**src/rtl/sample_capture_pkg.sv**
```systemverilog
// Shared types, default sizes and helpers for the sample capture controller.
// Optional trigger support is enabled in the top by SAMPLE_CAPTURE_TRIGGER_EN.
package sample_capture_pkg;

  typedef enum logic [1:0] {
    IDLE    = 2'd0,
    ARMED   = 2'd1,
    CAPTURE = 2'd2,
    DONE    = 2'd3
  } cap_state_t;

  localparam int CAP_ADDR_W = 16;
  localparam int CAP_DATA_W = 24;
  localparam int CAP_DEPTH  = 48000;

  function automatic logic [31:0] sext24to32(input logic [23:0] d);
    return {{8{d[23]}}, d};
  endfunction

endpackage

```
**src/rtl/sample_capture_ctrl_host_read_pipe.sv**
```systemverilog
// Two-stage host read pipeline: registers the BRAM read address, tracks
// validity and range, and sign-extends the returned sample to 32 bits.
module host_read_pipe
  import sample_capture_pkg::*;
#(
  parameter int ADDR_W = CAP_ADDR_W,
  parameter int DATA_W = CAP_DATA_W
) (
  input  logic              clk,
  input  logic              reset,
  input  logic              i_rdReq,
  input  logic [ADDR_W-1:0] i_rdAddr,
  input  logic [ADDR_W-1:0] i_count,
  input  logic [DATA_W-1:0] i_bramDataOut,
  output logic [ADDR_W-1:0] o_bramRa,
  output logic              o_rdValid,
  output logic [31:0]       o_rdData
);

  logic              r_valid1;
  logic              r_valid2;
  logic              r_inRange1;
  logic              r_inRange2;
  logic [ADDR_W-1:0] r_bramRa;

  // Range is judged against the sample count at request time.
  always_ff @(posedge clk) begin
    if (reset) begin
      r_valid1   <= 1'b0;
      r_valid2   <= 1'b0;
      r_inRange1 <= 1'b0;
      r_inRange2 <= 1'b0;
      r_bramRa   <= '0;
    end else begin
      r_valid1   <= i_rdReq;
      r_valid2   <= r_valid1;
      r_inRange1 <= i_rdAddr < i_count;
      r_inRange2 <= r_inRange1;
      if (i_rdReq) begin
        r_bramRa <= i_rdAddr;
      end
    end
  end

  assign o_bramRa  = r_bramRa;
  assign o_rdValid = r_valid2;
  assign o_rdData  = (r_valid2 && r_inRange2) ? sext24to32(24'(i_bramDataOut)) : 32'd0;

endmodule

```
**src/rtl/sample_capture_ctrl.sv**
```systemverilog
// Capture sequencer for mono samples into the sample BRAM plus host read port.
// Define SAMPLE_CAPTURE_TRIGGER_EN to add the level-triggered ARMED state.
module sample_capture_ctrl
  import sample_capture_pkg::*;
#(
  parameter int ADDR_W = CAP_ADDR_W,
  parameter int DATA_W = CAP_DATA_W,
  parameter int DEPTH  = CAP_DEPTH
`ifdef SAMPLE_CAPTURE_TRIGGER_EN
  ,
  parameter logic [DATA_W-1:0] TRIG_LEVEL = 24'h010000
`endif
) (
  input  logic              clk,
  input  logic              reset,
  input  logic              advance,
  input  logic [DATA_W-1:0] sample_in,
  input  logic              start,
  input  logic [ADDR_W-1:0] limit,
  input  logic              abort,
  output logic              busy,
  output logic              done,
  output logic [ADDR_W-1:0] count,
  input  logic              host_rd_req,
  input  logic [ADDR_W-1:0] host_rd_addr,
  output logic              host_rd_valid,
  output logic [31:0]       host_rd_data,
  output logic [ADDR_W-1:0] bram_wa,
  output logic              bram_write,
  output logic [DATA_W-1:0] bram_data_in,
  output logic [ADDR_W-1:0] bram_ra,
  input  logic [DATA_W-1:0] bram_data_out
);

  cap_state_t        r_state;
  cap_state_t        w_nextState;
  cap_state_t        w_startState;
  logic [ADDR_W-1:0] r_lim;
  logic [ADDR_W-1:0] r_count;
  logic [ADDR_W-1:0] w_limClamped;
  logic              w_startOk;
  logic              w_trigHit;
  logic              w_doWrite;
  logic              w_lastSample;

`ifdef SAMPLE_CAPTURE_TRIGGER_EN
  logic [DATA_W-1:0] w_absSample;

  // Magnitude of the most negative sample saturates to the largest positive.
  always_comb begin
    w_absSample = sample_in;
    if (sample_in[DATA_W-1]) begin
      if (sample_in == {1'b1, {(DATA_W-1){1'b0}}}) begin
        w_absSample = {1'b0, {(DATA_W-1){1'b1}}};
      end else begin
        w_absSample = -sample_in;
      end
    end
  end

  assign w_trigHit    = w_absSample >= TRIG_LEVEL;
  assign w_startState = ARMED;
`else
  assign w_trigHit    = 1'b0;
  assign w_startState = CAPTURE;
`endif

  assign w_limClamped = (limit > ADDR_W'(DEPTH)) ? ADDR_W'(DEPTH) : limit;
  assign w_startOk    = start && !abort && ((r_state == IDLE) || (r_state == DONE));
  assign w_doWrite    = advance && !abort && (r_count < r_lim) &&
                        ((r_state == CAPTURE) || ((r_state == ARMED) && w_trigHit));
  assign w_lastSample = (r_count + ADDR_W'(1)) == r_lim;

  always_ff @(posedge clk) begin
    if (reset) begin
      r_state <= IDLE;
    end else begin
      r_state <= w_nextState;
    end
  end

  always_comb begin
    w_nextState = r_state;
    case (r_state)
      IDLE, DONE: begin
        if (w_startOk) begin
          w_nextState = (w_limClamped == '0) ? DONE : w_startState;
        end
      end
      ARMED, CAPTURE: begin
        if (abort) begin
          w_nextState = IDLE;
        end else if (w_doWrite) begin
          w_nextState = w_lastSample ? DONE : CAPTURE;
        end
      end
      default: w_nextState = IDLE;
    endcase
  end

  always_comb begin
    busy = 1'b0;
    done = 1'b0;
    case (r_state)
      ARMED, CAPTURE: busy = 1'b1;
      DONE:           done = 1'b1;
      default:        ;
    endcase
  end

  // Write port is a registered single-cycle pulse per captured sample.
  always_ff @(posedge clk) begin
    if (reset) begin
      r_lim        <= '0;
      r_count      <= '0;
      bram_write   <= 1'b0;
      bram_wa      <= '0;
      bram_data_in <= '0;
    end else begin
      bram_write <= w_doWrite;
      if (w_startOk) begin
        r_lim   <= w_limClamped;
        r_count <= '0;
      end else if (w_doWrite) begin
        bram_wa      <= r_count;
        bram_data_in <= sample_in;
        r_count      <= r_count + ADDR_W'(1);
      end
    end
  end

  assign count = r_count;

  host_read_pipe #(
    .ADDR_W(ADDR_W),
    .DATA_W(DATA_W)
  ) u_hostReadPipe (
    .clk          (clk),
    .reset        (reset),
    .i_rdReq      (host_rd_req),
    .i_rdAddr     (host_rd_addr),
    .i_count      (r_count),
    .i_bramDataOut(bram_data_out),
    .o_bramRa     (bram_ra),
    .o_rdValid    (host_rd_valid),
    .o_rdData     (host_rd_data)
  );

endmodule

```
**config.mk**
```make
export PLATFORM = sky130hd
export DESIGN_NAME = sample_capture_ctrl
export DESIGN_NICKNAME = d
export VERILOG_FILES = /design/src/rtl/sample_capture_pkg.sv /design/src/rtl/sample_capture_ctrl_host_read_pipe.sv /design/src/rtl/sample_capture_ctrl.sv
export SDC_FILE = /design/constraint.sdc
export NUM_CORES = 1
export LEC_CHECK = 0
export BUFFER_PORTS_ARGS = -buffer_cell sky130_fd_sc_hd__buf_4
export CORE_AREA = 4 4 107 109
export CTS_CLUSTER_DIAMETER = 60
export DETAILED_ROUTE_END_ITERATION = 12
export DIE_AREA = 0 0 111 113
export PLACE_DENSITY = 0.8
export RECOVER_POWER = 50
export SLEW_MARGIN = 20
export SYNTH_ARGS = -nofsm -noshare
export SYNTH_HDL_FRONTEND = slang
export SYNTH_SLANG_ARGS = --single-unit
export TNS_END_PERCENT = 100
```
**constraint.sdc**
```tcl
create_clock -name clk -period 2.45 [get_ports clk]
set_input_delay 0.1225 -clock clk [delete_from_list [all_inputs] [get_ports clk]]
set_output_delay 0.1225 -clock clk [all_outputs]
set_load 0.005 [all_outputs]
```
==> results of run 1 <==
power by group through the flow:
stage	sequential [mW]	combinational, mW	clock [mW]
2_1_floorplan	1.67	0.289	0
3_3_place_gp	1.67	0.534	0
3_5_place_dp	1.68	0.550	0
4_1_cts	1.64	0.605	1.07
5_1_grt	1.65	0.667	1.14
6_report	1.65	0.613	1.05
cell usage in the layout (no fill, tap or decap), types with 2 or more instances in the layout:
cell,synthesis,final
or4_1,6,6
and4_1,4,4
mux2i_1,58,58
xnor2_1,10,10
o21a_1,9,9
nor3_1,4,4
or3_1,11,11
a31oi_1,3,2
nor3_2,2,2
a22o_1,9,9
nor3b_1,2,2
nand4_1,7,7
buf_4,10,145
dfxtp_1,95,95
a31oi_4,1,2
o21ai_0,17,17
o31ai_1,6,6
clkbuf_8,6,9
clkinv_2,0,2
nor2b_1,7,7
buf_12,0,2
a21o_1,5,5
nor2_1,71,71
clkbuf_4,0,46
nor4_1,8,8
inv_6,0,2
nand3_1,11,11
inv_1,35,35
o211ai_1,2,2
ha_1,34,34
xor2_1,8,8
a21oi_1,34,34
nand2_1,15,15
a211oi_1,2,2
clkbuf_1,20,32
nand2b_1,4,4
and3_1,25,25
dlygate4sd3_1,0,41
worst paths after layout:
| check | from | end | cells past startpoint | slack, ps |
|---|---|---|---|---|
| setup / recovery | r_lim[7] | count[4] | 9 | 40 |
| hold / removal | sample_in[8] | bram_data_in[8] | 3 | -5 |
| setup reg to reg | r_lim[7] | count[4] | 9 | 40 |
| hold reg to reg | u_hostReadPipe.r_valid1 | u_hostReadPipe.o_rdValid | 1 | 450 |
worst max-delay path: cells and delay by family, from the launching register on:
kind / cells / cell delay [ps]
flops: 1 / 420
simple gates: 2 / 570
fa+ha+maj: 1 / 320
compound gates: 4 / 700
buf+inv: 2 / 320
flip-flops by register name (all words and copies together) (netlist names):
signal,count
count,16
r_lim,16
u_hostReadPipe.r_valid1,1
u_hostReadPipe.o_bramRa,16
r_state,2
bram_write,1
u_hostReadPipe.o_rdValid,1
u_hostReadPipe.r_inRange2,1
bram_wa,16
u_hostReadPipe.r_inRange1,1
bram_data_in,24
final cells by class:
cell class / count / area (sq um) / share of cell area [%]
multi-input cells: 400 / 2890 / 39.6
clock buffers: 10 / 128 / 1.75
well taps: 140 / 175 / 2.40
inverters: 36 / 135 / 1.85
clock inverters: 6 / 66.3 / 0.909
flip-flops and latches: 95 / 1900 / 26.1
repair buffers: 265 / 2000 / 27.4
cell families after synthesis:
family / after synthesis / share of synthesized area, %
buffers and inverters: 81 / 8.07
AND/OR/NAND/NOR: 187 / 19.4
flip-flops: 95 / 36.8
adder cells (fa/ha/maj): 34 / 8.24
multiplexers: 58 / 11.2
AO/OA/AOI/OAI: 102 / 13.2
XOR/XNOR: 18 / 3.05
stage by stage:
step | utilization, % | setup WS (ps) | cells | instance area (sq um) | total power, mW
after floorplan | - | 288 | 575 | 5160 | 1.96
after global placement | 63.7 | 236 | 891 | 6760 | 2.21
after detailed placement | 63.7 | 161 | 891 | 6760 | 2.23
after CTS | 69.4 | 132 | 948 | 7360 | 3.32
after global routing | 68.8 | -9.85 | 952 | 7290 | 3.46
final | 68.8 | 42.0 | 952 | 7290 | 3.31
metal layers:
metal | track usage, % | share of wire, %
met5 | 0 | 0
met4 | 7.14 | 1.4
met3 | 8.13 | 7.7
met2 | 46.7 | 50
met1 | 30.7 | 41
what timing repair did:
item	CTS	global route
gates resized for setup	0	2
setup buffers	0	3
endpoints found under the hold margin	41	0
endpoints found under the setup margin	0	50
hold buffers	41	0
==> results.txt, run 1 <==
clock buffer depth = 2
DR DRC count = 0
largest area contributor in the netlist = dfxtp_1
worst-skew pair later-pin latency = 370 ps
synth warn = 0
post-DR vias/cell = 5.37
part of the power in the clock network = 31.8%
core area = 0.0106 sq mm
Reg power frac = 49.7%
Cell Chain, Critical Path = inv_1, ha_1, a21oi_1, o21ai_0, nand2_1, a31oi_4, buf_4, or3_1, a21oi_1
gr usage total = 26.3%
ANT cells = 0
CP arrival = 2700 ps
mapped cell area = 0.00516 sq mm
final hold vios = 1
Critical Path RT = 2740 ps
overall die width = 111 um
Syn Area/Cell = 8.98 sq um
Slew headroom = 12.5%
synthesized instance count = 575
CTS tree = built
vias in the first global route = 5263
synth-to-layout area growth = 41.2%
share of post-route cells with drive strength above 1 = 27.7%
Routed WL = 16800 um
cts bufs inserted = 9
Sink Count = 95
Final GP Congestion = 0.978
drt pass-1 iters = 4
Starting DRT DRC Count = 322
H-tree levels = 3
row count = 38
worst vdd ir = 0.000468 V
Logic pwr share = 18.5%
first-pass GRT wire length = 26700 um
root buffer cell = clkbuf_8
Filler Cells Inserted = 858
failing checks = hold timing
switching power = 0.906 mW
hpwl dp = 12300 um
Maximum Capacitance Violations = 0
main area contributors after synthesis = dfxtp_1 (37%), mux2i_1 (11%), ha_1 (8.2%)
hold slack = -4.76 ps
sequential-to-total area share from yosys stat = 36.8%
post-route minimum period = 2410 ps
cell mode on critical path = a21oi_1
clk_skew = 16.7 ps
ys async rst share = 0%
Synth Flop Type = dfxtp_1
Yosys cell types = 62
initial antenna violation count = 0
Critical Path Max Stage Delay = 420 ps
kind of critical path = reg -> reg
Pins Over Slew Limit = 0
die extent in y = 113 um
number of synthesized flops with an enable pin = 0
count of input and output buffers = 193
largest net degree at the start of global routing = 55
Leak = 3.50 nW
Internal Dissipation = 2.41 mW
top post-synthesis cells by count = dfxtp_1 (95), nor2_1 (71), mux2i_1 (58), inv_1 (35)
CP startpoint kind = flop
HP Class = in -> reg
Net Sw Frac = 27.4%
pwr dens = 454 mW/mm^2
Yosys reg bits = 95
critical path peak fanout = 8
Max Fclk = 415 MHz
slowest CP cell = dfxtp_1
most frequent cell after synthesis = dfxtp_1
Boundary Pins = 194
Mapped Nets = 695
final setup violation count = 0
routed length per instance = 17.6 um
fin crit share = 98.3%
Initial Util = 48.7%
Critical Path End Type = flop
die area = 0.0125 sq mm
worst slew pin tran = 1310 ps
gr ovfl total = 0
via count = 5111
CTS clk-pin slew, worst paths = 90 ps
Post-DRT Antenna Nets = 0
Yosys top cell area share = 36.8%
status = complete, but fails checks
Layout Nets = 927
final setup TNS = 0 ps
Note: power is estimated with default switching activity, not from simulation.
==> inputs of run 2 (changes only) <==
--- a/config.mk
+++ b/config.mk
@@ -6,14 +6,16 @@
 export NUM_CORES = 1
 export LEC_CHECK = 0
 export BUFFER_PORTS_ARGS = -buffer_cell sky130_fd_sc_hd__buf_4
-export CORE_AREA = 4 4 107 109
+export CORE_AREA = 4 4 106 108
 export CTS_CLUSTER_DIAMETER = 60
 export DETAILED_ROUTE_END_ITERATION = 12
-export DIE_AREA = 0 0 111 113
+export DIE_AREA = 0 0 110 112
+export GPL_TIMING_DRIVEN = 1
 export PLACE_DENSITY = 0.8
 export RECOVER_POWER = 50
 export SLEW_MARGIN = 20
 export SYNTH_ARGS = -nofsm -noshare
 export SYNTH_HDL_FRONTEND = slang
+export SYNTH_HIERARCHICAL = 1
 export SYNTH_SLANG_ARGS = --single-unit
 export TNS_END_PERCENT = 100
==> constraint.sdc (replaced) <==
create_clock -name clk -period 2.45 [get_ports clk]
set_input_delay 0.1225 -clock clk [delete_from_list [all_inputs] [get_ports clk]]
set_output_delay 0.1225 -clock clk [all_outputs]
set_load 0.05 [all_outputs]
==> results.txt, run 2 <==
status = complete, but fails checks
failing checks = hold timing, capacitance limit, slew limit
Synth Flop Type = dfxtp_1
Final GP Congestion = 0.870
CP startpoint kind = flop
final non-filler cell total = 937
vias in the first global route = 4970
H-tree levels = 3
die extent in y = 112 um
first-pass GRT wire length = 24100 um
most frequent cells in the layout = buf_4 (141), dfxtp_1 (92), nor2_1 (81)
Starting DRT DRC Count = 337
Boundary Pins = 194
CP arrival = 2510 ps
clk_skew = 12.9 ps
Sink Count = 95
Mapped Nets = 681
DR DRC count = 0
cts bufs inserted = 9
hold slack = -14.2 ps
hpwl dp = 11400 um
worst-skew pair later-pin latency = 390 ps
Leak = 3.35 nW
R2R Setup Slk = 150 ps
Syn Area/Cell = 9.07 sq um
final hold vios = 2
final setup violation count = 0
via count = 4901
synth-to-layout area growth = 37.0%
count of input and output buffers = 193
final setup TNS = 0 ps
Max Fclk = 434 MHz
synthesized instance count = 561
Critical Path End Type = flop
routed length per instance = 16.6 um
critical path peak fanout = 25
most frequent cell after synthesis = dfxtp_1
number of synthesized flops with an enable pin = 0
top post-synthesis cells by count = dfxtp_1 (95), nor2_1 (81), mux2i_1 (57), inv_1 (35), ha_1 (34)
largest register by flop count = bram_data_in
RSZ-0062 raised after global routing = false
HP Class = in -> reg
die area = 0.0123 sq mm
largest net degree at the start of global routing = 42
clock buffer depth = 2
Maximum Capacitance Violations = 1
overall die width = 110 um
Critical Path RT = 2660 ps
share of post-route cells with drive strength above 1 = 21.7%
kind of critical path = reg -> reg
Yosys reg bits = 95
Yosys top cell area share = 37.4%
initial antenna violation count = 0
worst vdd ir = 0.000449 V
postcts setup bufs = 0
Initial Util = 49.7%
post-route minimum period = 2300 ps
CTS tree = built
Slew headroom = -15.8%
worst slew pin tran = 1740 ps
fin crit share = 94.0%
sequential-to-total area share from yosys stat = 37.4%
ys async rst share = 0%
core area = 0.0102 sq mm
Yosys cell types = 54
synth warn = 6
row count = 37
root buffer cell = clkbuf_8
pwr dens = 560 mW/mm^2
leading cell type in the layout, fill and taps excluded = buf_4
Placed Cells = 880
Largest register FFs = 24
Routed WL = 15600 um
CTS clk-pin slew, worst paths = 110 ps
largest area contributor in the netlist = dfxtp_1
ANT cells = 0
mapped cell area = 0.00509 sq mm
gr ovfl total = 0
gr usage total = 24.4%
Pins Over Slew Limit = 42
main area contributors after synthesis = dfxtp_1 (37%), mux2i_1 (11%), ha_1 (8.4%)
post-DR vias/cell = 5.23
Post-DRT Antenna Nets = 0
drt pass-1 iters = 4
Layout Nets = 916
[run 2: repair_timing]
| item | 4_1_cts | 5_1_grt |
|---|---|---|
| resized for setup | 0 | 0 |
| hold buffers | 41 | 0 |
| endpoints found under the hold margin | 41 | 0 |
| setup endpoints to repair | 0 | 0 |
[run 2: logic make-up after synthesis]
kind of cell	after synthesis	synth area share (%)
buffers and inverters	73	7.82
multiplexers	58	11.4
adder cells (fa/ha/maj)	34	8.36
XOR/XNOR	34	5.85
AND/OR/NAND/NOR	198	20.1
AO/OA/AOI/OAI	69	9.00
flip-flops	95	37.4
[run 2: area by class of cell]
type / count / area [sq um]
fill: 851 / 3260
multi-input combinational: 393 / 2790
sequential: 95 / 1910
timing repair buffer: 262 / 1770
tap: 136 / 170
inverter: 35 / 131
clock buffer: 9 / 124
clock inverter: 7 / 73.8
[run 2: metrics by stage]
stage / instance area (sq um) / hold slack (ps) / worst slack (ps) / util, % / total power, mW
2_1_floorplan: 5090 / 231 / 3.54 / - / 2.49
3_3_place_gp: 6660 / 345 / 281 / 65.1 / 2.86
3_5_place_dp: 6660 / 351 / 206 / 65.1 / 2.89
4_1_cts: 7270 / 1.03 / 200 / 71.0 / 3.96
5_1_grt: 6970 / 14.9 / 27.4 / 68.1 / 4.10
6_report: 6970 / -14.2 / 146 / 68.1 / 3.90
[run 2: worst paths after layout]
| check | from | end | cells past startpoint |
|---|---|---|---|
| max | r_lim[9] | bram_wa[9] | 10 |
| min | sample_in[16] | bram_data_in[16] | 3 |
| max reg2reg | r_lim[9] | bram_wa[9] | 10 |
| min reg2reg | u_hostReadPipe/r_valid1 | u_hostReadPipe/o_rdValid | 1 |
[run 2: layer usage]
layer / wire length [um] / part of all wire, % / vias up / track usage (%)
met1: 6170 / 40 / 2285 / 28.3
li1: - / - / 2404 / -
met3: 1370 / 8.8 / 24 / 5.80
met2: 7760 / 50 / 188 / 44.0
met4: 257 / 1.7 / 0 / 6.82
met5: 0 / 0 / - / 0
[run 2: power by group]
| group | total, mW | internal (mW) | switching [mW] | leakage, nW |
|---|---|---|---|---|
| clock network | 1.03 | 0.400 | 0.630 | 0.101 |
| registers | 1.71 | 1.64 | 0.0678 | 0.773 |
| logic | 1.16 | 0.445 | 0.717 | 2.48 |
[run 2: worst max-delay path: stages, from the launching register on]
cell and delay (ps):
dfxtp_1 370, inv_1 80, ha_1 290, a211o_1 310
a21oi_2 140, nand2_1 70, o21ai_2 210, nand3_2 110
buf_4 280, mux2i_1 210, nor2_1 50
